### src/rtl/fifo_pkg.sv
// Shared definitions for the flagged synchronous FIFO.
package fifo_pkg;

    localparam int FIFO_DEPTH_DEF = 16;
    localparam int FIFO_WIDTH_DEF = 8;

    // Width needed to hold an occupancy count of 0..depth inclusive.
    function automatic int clog2_lvl(input int depth);
        int w;
        w = 0;
        while ((1 << w) < depth) w++;
        return w + 1;
    endfunction

endpackage

### src/rtl/fifo_sync_flags_if.sv
// Producer/consumer handshake bundle for fifo_sync_flags.
interface fifo_sync_flags_if
    import fifo_pkg::*;
#(
    parameter int DEPTH      = FIFO_DEPTH_DEF,
    parameter int DATA_WIDTH = FIFO_WIDTH_DEF
);
    localparam int LW = clog2_lvl(DEPTH);

    logic                  clear;
    logic                  write;
    logic [DATA_WIDTH-1:0] datain;
    logic                  read;
    logic [DATA_WIDTH-1:0] dataout;
    logic                  val;
    logic                  full;
    logic                  almost_full;
    logic                  almost_empty;
    logic [LW-1:0]         level;
    logic                  overflow;
    logic                  underflow;

    // Client side: drives requests, observes status.
    modport master (
        output clear, write, datain, read,
        input  dataout, val, full, almost_full, almost_empty, level, overflow, underflow
    );

    // FIFO side.
    modport slave (
        input  clear, write, datain, read,
        output dataout, val, full, almost_full, almost_empty, level, overflow, underflow
    );
endinterface

### src/rtl/fifo_ram.sv
// DEPTH x DATA_WIDTH storage: synchronous write, asynchronous read. Not reset.
module fifo_ram #(
    parameter int DEPTH      = 16,
    parameter int DATA_WIDTH = 8,
    parameter int AW         = $clog2(DEPTH)
) (
    input  logic                  i_clk,
    input  logic                  i_we,
    input  logic [AW-1:0]         i_waddr,
    input  logic [DATA_WIDTH-1:0] i_wdata,
    input  logic [AW-1:0]         i_raddr,
    output logic [DATA_WIDTH-1:0] o_rdata
);
    logic [DATA_WIDTH-1:0] r_mem [DEPTH];

    // Store the incoming word on an accepted write.
    always_ff @(posedge i_clk) begin
        if (i_we) r_mem[i_waddr] <= i_wdata;
    end

    assign o_rdata = r_mem[i_raddr];
endmodule

### src/rtl/fifo_sync_flags.sv
// Single-clock circular-buffer FIFO, first-word-fall-through, with level,
// programmable almost flags, sticky overflow/underflow and synchronous flush.
module fifo_sync_flags
    import fifo_pkg::*;
#(
    parameter int DEPTH      = FIFO_DEPTH_DEF,
    parameter int DATA_WIDTH = FIFO_WIDTH_DEF,
    parameter int AF_THRESH  = DEPTH - 2,
    parameter int AE_THRESH  = 2
) (
    input  logic               i_clk,
    input  logic               i_reset_n,
    fifo_sync_flags_if.slave   bus
);
    localparam int AW = $clog2(DEPTH);
    localparam int LW = clog2_lvl(DEPTH);

    if (DEPTH < 2 || AF_THRESH < 1 || AF_THRESH > DEPTH ||
        AE_THRESH < 0 || AE_THRESH > DEPTH - 1) begin : g_bad_params
        $error("fifo_sync_flags: illegal DEPTH/AF_THRESH/AE_THRESH");
    end

    logic [AW-1:0]         r_wr_ptr;
    logic [AW-1:0]         r_rd_ptr;
    logic [LW-1:0]         r_level;
    logic                  r_overflow;
    logic                  r_underflow;
    logic                  w_val;
    logic                  w_full;
    logic                  w_do_wr;
    logic                  w_do_rd;
    logic                  w_we;
    logic [DATA_WIDTH-1:0] w_rdata;

    // Pointer increment with explicit wrap so DEPTH need not be a power of two.
    function automatic logic [AW-1:0] ptr_inc(input logic [AW-1:0] p);
        return (p == AW'(DEPTH - 1)) ? '0 : p + AW'(1);
    endfunction

    assign w_val   = (r_level != '0);
    assign w_full  = (r_level == LW'(DEPTH));
    // A read on a full FIFO frees the head slot, so the write may proceed.
    assign w_do_wr = bus.write & (~w_full | bus.read);
    assign w_do_rd = bus.read & w_val;
    // Suppress the RAM write during reset/flush so nothing lands behind the pointers.
    assign w_we    = w_do_wr & i_reset_n & ~bus.clear;

    fifo_ram #(.DEPTH(DEPTH), .DATA_WIDTH(DATA_WIDTH), .AW(AW)) u_ram (
        .i_clk   (i_clk),
        .i_we    (w_we),
        .i_waddr (r_wr_ptr),
        .i_wdata (bus.datain),
        .i_raddr (r_rd_ptr),
        .o_rdata (w_rdata)
    );

    // Pointers, occupancy and sticky errors; reset and flush behave identically.
    always_ff @(posedge i_clk) begin
        if (!i_reset_n || bus.clear) begin
            r_wr_ptr    <= '0;
            r_rd_ptr    <= '0;
            r_level     <= '0;
            r_overflow  <= 1'b0;
            r_underflow <= 1'b0;
        end else begin
            if (w_do_wr) r_wr_ptr <= ptr_inc(r_wr_ptr);
            if (w_do_rd) r_rd_ptr <= ptr_inc(r_rd_ptr);
            case ({w_do_wr, w_do_rd})
                2'b10:   r_level <= r_level + LW'(1);
                2'b01:   r_level <= r_level - LW'(1);
                default: r_level <= r_level;
            endcase
            if (bus.write & w_full & ~bus.read) r_overflow  <= 1'b1;
            if (bus.read & ~w_val)              r_underflow <= 1'b1;
        end
    end

    assign bus.dataout      = w_val ? w_rdata : '0;
    assign bus.val          = w_val;
    assign bus.full         = w_full;
    assign bus.almost_full  = (r_level >= LW'(AF_THRESH));
    assign bus.almost_empty = (r_level <= LW'(AE_THRESH));
    assign bus.level        = r_level;
    assign bus.overflow     = r_overflow;
    assign bus.underflow    = r_underflow;
endmodule

### src/flat_wrapper.sv
// flat-port wrapper written by rule: the top's interface ports become plain ports
module fifo_sync_flags_flat import fifo_pkg::*;
#(
    parameter int DEPTH      = FIFO_DEPTH_DEF,
    parameter int DATA_WIDTH = FIFO_WIDTH_DEF,
    parameter int AF_THRESH  = DEPTH - 2,
    parameter int AE_THRESH  = 2
)
  (i_clk, i_reset_n, bus_clear, bus_write, bus_datain, bus_read, bus_dataout, bus_val, bus_full, bus_almost_full, bus_almost_empty, bus_level, bus_overflow, bus_underflow);
  fifo_sync_flags_if #(.DEPTH(DEPTH), .DATA_WIDTH(DATA_WIDTH)) bus_i ();
  input  logic i_clk;
  input  logic i_reset_n;
  input wire logic [$bits(bus_i.clear)-1:0] bus_clear;
  input wire logic [$bits(bus_i.write)-1:0] bus_write;
  input wire logic [$bits(bus_i.datain)-1:0] bus_datain;
  input wire logic [$bits(bus_i.read)-1:0] bus_read;
  output wire logic [$bits(bus_i.dataout)-1:0] bus_dataout;
  output wire logic [$bits(bus_i.val)-1:0] bus_val;
  output wire logic [$bits(bus_i.full)-1:0] bus_full;
  output wire logic [$bits(bus_i.almost_full)-1:0] bus_almost_full;
  output wire logic [$bits(bus_i.almost_empty)-1:0] bus_almost_empty;
  output wire logic [$bits(bus_i.level)-1:0] bus_level;
  output wire logic [$bits(bus_i.overflow)-1:0] bus_overflow;
  output wire logic [$bits(bus_i.underflow)-1:0] bus_underflow;
  assign bus_i.clear = bus_clear;
  assign bus_i.write = bus_write;
  assign bus_i.datain = bus_datain;
  assign bus_i.read = bus_read;
  assign bus_dataout = bus_i.dataout;
  assign bus_val = bus_i.val;
  assign bus_full = bus_i.full;
  assign bus_almost_full = bus_i.almost_full;
  assign bus_almost_empty = bus_i.almost_empty;
  assign bus_level = bus_i.level;
  assign bus_overflow = bus_i.overflow;
  assign bus_underflow = bus_i.underflow;
  fifo_sync_flags #(.DEPTH(DEPTH), .DATA_WIDTH(DATA_WIDTH), .AF_THRESH(AF_THRESH), .AE_THRESH(AE_THRESH)) u_core (.i_clk(i_clk), .i_reset_n(i_reset_n), .bus(bus_i));
endmodule
### config.mk
export PLATFORM = sky130hd
export DESIGN_NAME = fifo_sync_flags_flat
export DESIGN_NICKNAME = d
export VERILOG_FILES = /design/src/rtl/fifo_pkg.sv /design/src/rtl/fifo_sync_flags_if.sv /design/src/rtl/fifo_ram.sv /design/src/rtl/fifo_sync_flags.sv /design/src/flat_wrapper.sv
export SDC_FILE = /design/constraint.sdc
export NUM_CORES = 1
export LEC_CHECK = 0
export CELL_PAD_IN_SITES_DETAIL_PLACEMENT = 2
export CELL_PAD_IN_SITES_GLOBAL_PLACEMENT = 2
export CORE_UTILIZATION = 49
export DETAILED_ROUTE_END_ITERATION = 8
export GPL_TIMING_DRIVEN = 0
export PLACE_DENSITY_LB_ADDON = 0.1
export SYNTH_ARGS = -nofsm -noshare
export SYNTH_HDL_FRONTEND = slang
export SYNTH_SLANG_ARGS = --single-unit
### constraint.sdc
create_clock -name i_clk -period 4.8 [get_ports i_clk]
set_clock_uncertainty 0.15 [all_clocks]
set_input_delay 0.48 -clock i_clk [delete_from_list [all_inputs] [get_ports i_clk]]
set_output_delay 0.48 -clock i_clk [all_outputs]
set_load 0.05 [all_outputs]
==> impl_metrics.ini, run 1 <==
[pwr]
p_leak_nw = 2.37
peakVddDrop_uv = 319
p_per_area_mw_per_mm2 = 439

[logic_synthesis]
ys_ff_latch = 147
netlist_instances = 346
synth_edf_count = 128
syn-cell-area_mm2 = 0.00607
synthArstFlopShare = 0
syn_avg_cell_area_um2 = 17.5
syn_nets = 367
synth_cell_types = 48
synthFlopType = edfxtp_1
yosysSeqAreaShare = 0.696
yosysWarningCount = 0

[job]
maxCapViolCount = 0

[setup_path]
path_buf_inv = 4
path_delay_family = buffers and inverters
cpPeakStageDelay_ns = 0.87
cp.arrival_ns = 3.70
crit_fanout = 10
crit_chain = buf_2, buf_1, clkbuf_1, a211oi_1, a211oi_1, clkdlybuf4s50_1
crit_path_end_kind = output port
worst_ep_required_time_ns = 4.17
reg2reg_slack_ns = 1.18
start_kind = register
slowest_stage = clkdlybuf4s50_1
crit_type = reg2out
crit_path_frequent_cell = a211oi_1

[die]
fp-row-count = 40
ioPinCount = 32
initial_utilization = 0.503
die_w_um = 113
dieArea_mm2 = 0.0128
core_mm2 = 0.0121
die-height_um = 113

[grt]
grt_usage = 0.332
grt_pass1_vias = 4058
antenna_found_initial = 0
grt_max_degree = 17
grt_pass1_wl_um = 28700
overflow = 0

[timing]
fmax_mhz = 231
setup_viol = 0
slew_viol_final = 0
worstMarginPinSlew_ns = 1.13
finalCritPeriodShare = 0.901
layout_min_cycle_time_ns = 4.33
finalSetupTns_ns = 0
rsz0062_at_grt = no
hold_viol_final = 0
setup_slack_ns = 0.475
slew_headroom = 0.244

[clocking]
ctsLongestPathBuffers = 2
cts_hold_buf = 0
cts-root-buf = clkbuf_16
path_clk_slew_ns = 0.06
clock_latency_ns = 0.44
post_cts_buffers = 0
clkSinkCount = 147
numCtsBuffers = 17
htreeDepth = 4
cts_tree = built
ctsResizeCount = 0

[placement]
gp_congestion = 0.747
port_buffers = 31
dp_hpwl_um = 10800
dp_slack_ns = 1.12

[finish]
mostFrequentLayoutCell = edfxtp_1
final_cell_mix = edfxtp_1, mux4_2, clkdlybuf4s50_1
drive_above_1_share = 0.239
areaGrowthSynthToFinish_pct = 22.1
fin_nets = 423
n_antenna_cell = 0

[routing]
totalWireLength_um = 19500
vias_per_cell = 6.27
first_iter_violations = 346
post_drt_wl_per_cell_um = 33.5
vias = 3658
drtAntennaViolNets = 0
drt-pass1-iter-count = 5
drc = 0

[hold_path]
hp-class = reg2reg

[status]
status = completed
per-stage QoR:
step	power [mW]	util	instances	hold WS, ns	cell area (µm²)
2_1_floorplan	1.52	-	346	0.312	6070
3_3_place_gp	1.58	0.546	545	0.289	6590
6_report	3.26	0.614	583	0.349	7410
3_5_place_dp	1.59	0.552	550	0.309	6660
4_1_cts	3.27	0.613	582	0.357	7400
5_1_grt	3.32	0.614	583	0.367	7410
worst paths after layout:
| check | startpoint | to | cells past startpoint |
|---|---|---|---|
| hold reg to reg | u_core.bus.underflow$_SDFFE_PP0P_ | u_core.bus.underflow$_SDFFE_PP0P_ | 2 |
| setup reg to reg | u_core.bus.level[1]$_SDFFE_PP0P_ | u_core.bus.level[4]$_SDFFE_PP0P_ | 14 |
| setup / recovery | register | bus_dataout[3] | 6 |
| hold / removal | u_core.bus.underflow$_SDFFE_PP0P_ | u_core.bus.underflow$_SDFFE_PP0P_ | 2 |
state kept, by name, summed over array words and instances (netlist names), named ones only:
| signal | cells |
|---|---|
| u_core.bus.level | 5 |
| u_core.u_ram.r_mem | 128 |
| u_core.bus.underflow | 1 |
| u_core.r_rd_ptr | 4 |
| u_core.r_wr_ptr | 4 |
| u_core.bus.overflow | 1 |
layer usage:
layer | up-vias | global-route usage | share of wire
met3 | 29 | 0.0755 | 0.052
met4 | 0 | 0.122 | 0.022
li1 | 1498 | - | -
met1 | 1982 | 0.420 | 0.41
met2 | 149 | 0.563 | 0.52
met5 | - | 0 | 0
logic make-up (layout without fill, tap and decap cells):
family | after synthesis | count (layout) | share of synthesized area
flip-flops | 147 | 147 | 0.696
AND/OR/NAND/NOR | 67 | 67 | 0.0569
AO/OA/AOI/OAI | 45 | 45 | 0.0552
multiplexers | 44 | 44 | 0.139
buffers and inverters | 30 | 99 | 0.0299
adder cells (fa/ha/maj) | 8 | 8 | 0.0165
XOR/XNOR | 5 | 5 | 0.00721
power by group:
| part | switching, mW | total [mW] | leakage [nW] | internal [mW] |
|---|---|---|---|---|
| sequential | 0.00533 | 1.40 | 1.31 | 1.39 |
| clock | 0.556 | 1.69 | 0.353 | 1.13 |
| combinational | 0.114 | 0.171 | 0.709 | 0.0569 |
tightest hold or removal path: stages (launching register included):
cell	delay, ns
dfxtp_1	0.34
a21oi_1	0.05
nor2_1	0.07
cells in the mapped netlist (4+ instances only):
cell type | n | area [µm²]
a21oi_2 | 4 | 35.0
nor2_1 | 18 | 67.6
buf_2 | 7 | 35.0
inv_1 | 5 | 18.8
nor2b_1 | 9 | 56.3
a211oi_1 | 16 | 120
clkbuf_1 | 6 | 22.5
nand2_1 | 12 | 45.0
dfxtp_1 | 19 | 380
nor4_1 | 4 | 25.0
xor2_1 | 5 | 43.8
mux4_2 | 32 | 721
a21oi_1 | 6 | 30.0
ha_1 | 8 | 100
nor3_1 | 4 | 20.0
mux2i_1 | 12 | 120
buf_6 | 4 | 45.0
edfxtp_1 | 128 | 3840
nand3_1 | 7 | 35.0
layout make-up:
cell class / count / area, µm²
well taps: 168 / 210
fillers: 992 / 4650
multi-input cells: 169 / 1710
clock inverters: 15 / 308
flip-flops and latches: 147 / 4220
inverters: 6 / 27.5
clock buffers: 17 / 425
repair buffers: 37 / 355
plain buffers: 24 / 154
Note: power is estimated with default switching activity, not from simulation.
==> inputs of run 2 (changes only) <==
GPL_TIMING_DRIVEN = not set   (was 0)
RECOVER_POWER = 100   (was not set)
==> run 2 against run 1 <==
Compared with the run above:
- power decreased by 9.7%
- maximum frequency increased by 6.2%
- largest cell class unchanged
- non-clock buffer count decreased by 18
- global-route usage decreased by 4.9 points
- core utilization decreased by 2.6 points
- critical path depth decreased by 1
- combinational power decreased by 13%
- worst setup slack improved by 0.25 ns
- wire length decreased by 15%
- sequential power about the same
- critical endpoint is now bus_dataout[0]
==> impl_metrics.ini, run 2 (synthesized netlist as in run 1, its figures left out) <==
[status]
status = completed

[timing]
rsz0062_at_grt = no
hold_viol_final = 0
slew_headroom = 0.297
layout_min_cycle_time_ns = 4.07
fmax_mhz = 246
worstMarginPinSlew_ns = 1.05
finalCritPeriodShare = 0.848
holdWs_ns = 0.300
slew_viol_final = 0
finalSetupTns_ns = 0
setup_viol = 0

[setup_path]
start_kind = register
cp-endpoint = bus_dataout[0]
cp.arrival_ns = 3.44
reg2reg_slack_ns = 0.94
reg2reg_from = u_core.bus.level[1]$_SDFFE_PP0P_
crit_type = reg2out
reg2regPathDepth = 10
crit_fanout = 23
crit_path_end_kind = output port
reg2reg_to = u_core.bus.level[4]$_SDFFE_PP0P_
worst_ep_required_time_ns = 4.17

[die]
die-height_um = 113
ioPinCount = 32
fp-row-count = 40
dieArea_mm2 = 0.0128
initial_utilization = 0.503
die_w_um = 113
core_mm2 = 0.0121

[finish]
mostFrequentLayoutCell = edfxtp_1
largest_register_ffs = 128
fillCellCount = 1016
n_antenna_cell = 0
fin_nets = 405
final_cell_mix = edfxtp_1, mux4_2, dlygate4sd3_1
areaGrowthSynthToFinish_pct = 16.8
drive_above_1_share = 0.176
largest_register = u_core.u_ram.r_mem

[pwr]
power_switching_mw = 0.631
peakVddDrop_uv = 272
p_leak_nw = 2.25
p_comb_frac = 0.051
p_per_area_mw_per_mm2 = 414
p_clk_frac = 0.473
p_int_mw = 2.31
netSwitchingFraction = 0.215
seq_power_share = 0.476

[grt]
antenna_found_initial = 0
overflow = 0
grt_usage = 0.283
grt_pass1_wl_um = 24800
grt_pass1_vias = 3788
grt_max_degree = 33

[hold_path]
hp-start = u_core.bus.overflow$_SDFFE_PP0P_
hp-class = reg2reg

[clocking]
htreeDepth = 4
ctsLongestPathBuffers = 2
cts_hold_buf = 0
path_clk_slew_ns = 0.06
clkSinkCount = 147
cts-root-buf = clkbuf_16
clock_latency_ns = 0.43
ctsResizeCount = 0
cts_tree = built
post_cts_buffers = 0
numCtsBuffers = 17

[routing]
drtAntennaViolNets = 0
drt-pass1-iter-count = 4
vias_per_cell = 5.98
vias = 3381
first_iter_violations = 210
post_drt_wl_per_cell_um = 29.4
drc = 0
totalWireLength_um = 16600

[placement]
port_buffers = 31
dp_hpwl_um = 9830
gp_congestion = 0.754

[job]
maxCapViolCount = 0
run 2: cell count changes in the layout (fill, tap and decap cells not counted), sizes merged:
cell / before / now
dlygate4sd3: 0 / 26
clkbuf: 26 / 31
buf: 21 / 4
bufinv: 9 / 3
clkdlybuf4s50: 31 / 5
inv: 6 / 5
clkinvlp: 1 / 4
clkinv: 5 / 3
run 2: area by class of cell:
| cell class | count | area (µm²) | area share |
|---|---|---|---|
| inverters | 6 | 23.8 | 0.00335 |
| well taps | 168 | 210 | 0.0296 |
| multi-input cells | 169 | 1650 | 0.232 |
| repair buffers | 43 | 370 | 0.0522 |
| clock buffers | 23 | 488 | 0.0688 |
| clock inverters | 9 | 126 | 0.0178 |
| flip-flops and latches | 147 | 4230 | 0.596 |
run 2: critical path: stages, from the launching register on:
cell and delay [ns]:
dfxtp_2 0.87, mux4_2 0.61, nor2b_1 0.17, a211oi_1 0.39, a211oi_1 0.14, dlygate4sd3_1 0.83
run 2: stage by stage:
| step | setup WS, ns | util | cell area (µm²) | power, mW | instances |
|---|---|---|---|---|---|
| finish | 0.729 | 0.588 | 7090 | 2.94 | 565 |
| global placement | 1.33 | 0.543 | 6550 | 1.57 | 533 |
| global route | 0.552 | 0.588 | 7090 | 2.99 | 565 |
| floorplan | 0.958 | - | 6070 | 1.52 | 346 |
| detailed placement | 1.13 | 0.543 | 6550 | 1.58 | 533 |
| CTS | 0.705 | 0.594 | 7170 | 2.96 | 565 |
run 2: layer usage:
layer / global-route usage / share of wire / wire length (µm) / vias up
met4: 0.108 / 0.022 / 372 / 0
li1: - / - / - / 1463
met3: 0.0659 / 0.047 / 776 / 28
met2: 0.483 / 0.53 / 8740 / 127
met1: 0.353 / 0.41 / 6740 / 1763
met5: 0 / 0 / 0 / -
run 2: worst min-delay path by stage:
stage	endpoint	slack, ns	cells after the start
floorplan	register	0.31	1
global placement	u_core.bus.overflow$_SDFFE_PP0P_	0.28	2
detailed placement	u_core.bus.overflow$_SDFFE_PP0P_	0.30	2
CTS	u_core.bus.overflow$_SDFFE_PP0P_	0.31	2
global route	u_core.bus.overflow$_SDFFE_PP0P_	0.34	2
finish	u_core.bus.overflow$_SDFFE_PP0P_	0.30	2
run 2: power by group through the flow:
| stage | logic, mW | registers, mW | clock network (mW) |
|---|---|---|---|
| 6_report | 0.149 | 1.40 | 1.39 |
| 5_1_grt | 0.158 | 1.40 | 1.44 |
| 4_1_cts | 0.158 | 1.40 | 1.40 |
| 3_5_place_dp | 0.153 | 1.43 | 0 |
| 3_3_place_gp | 0.146 | 1.43 | 0 |
| 2_1_floorplan | 0.0874 | 1.43 | 0 |
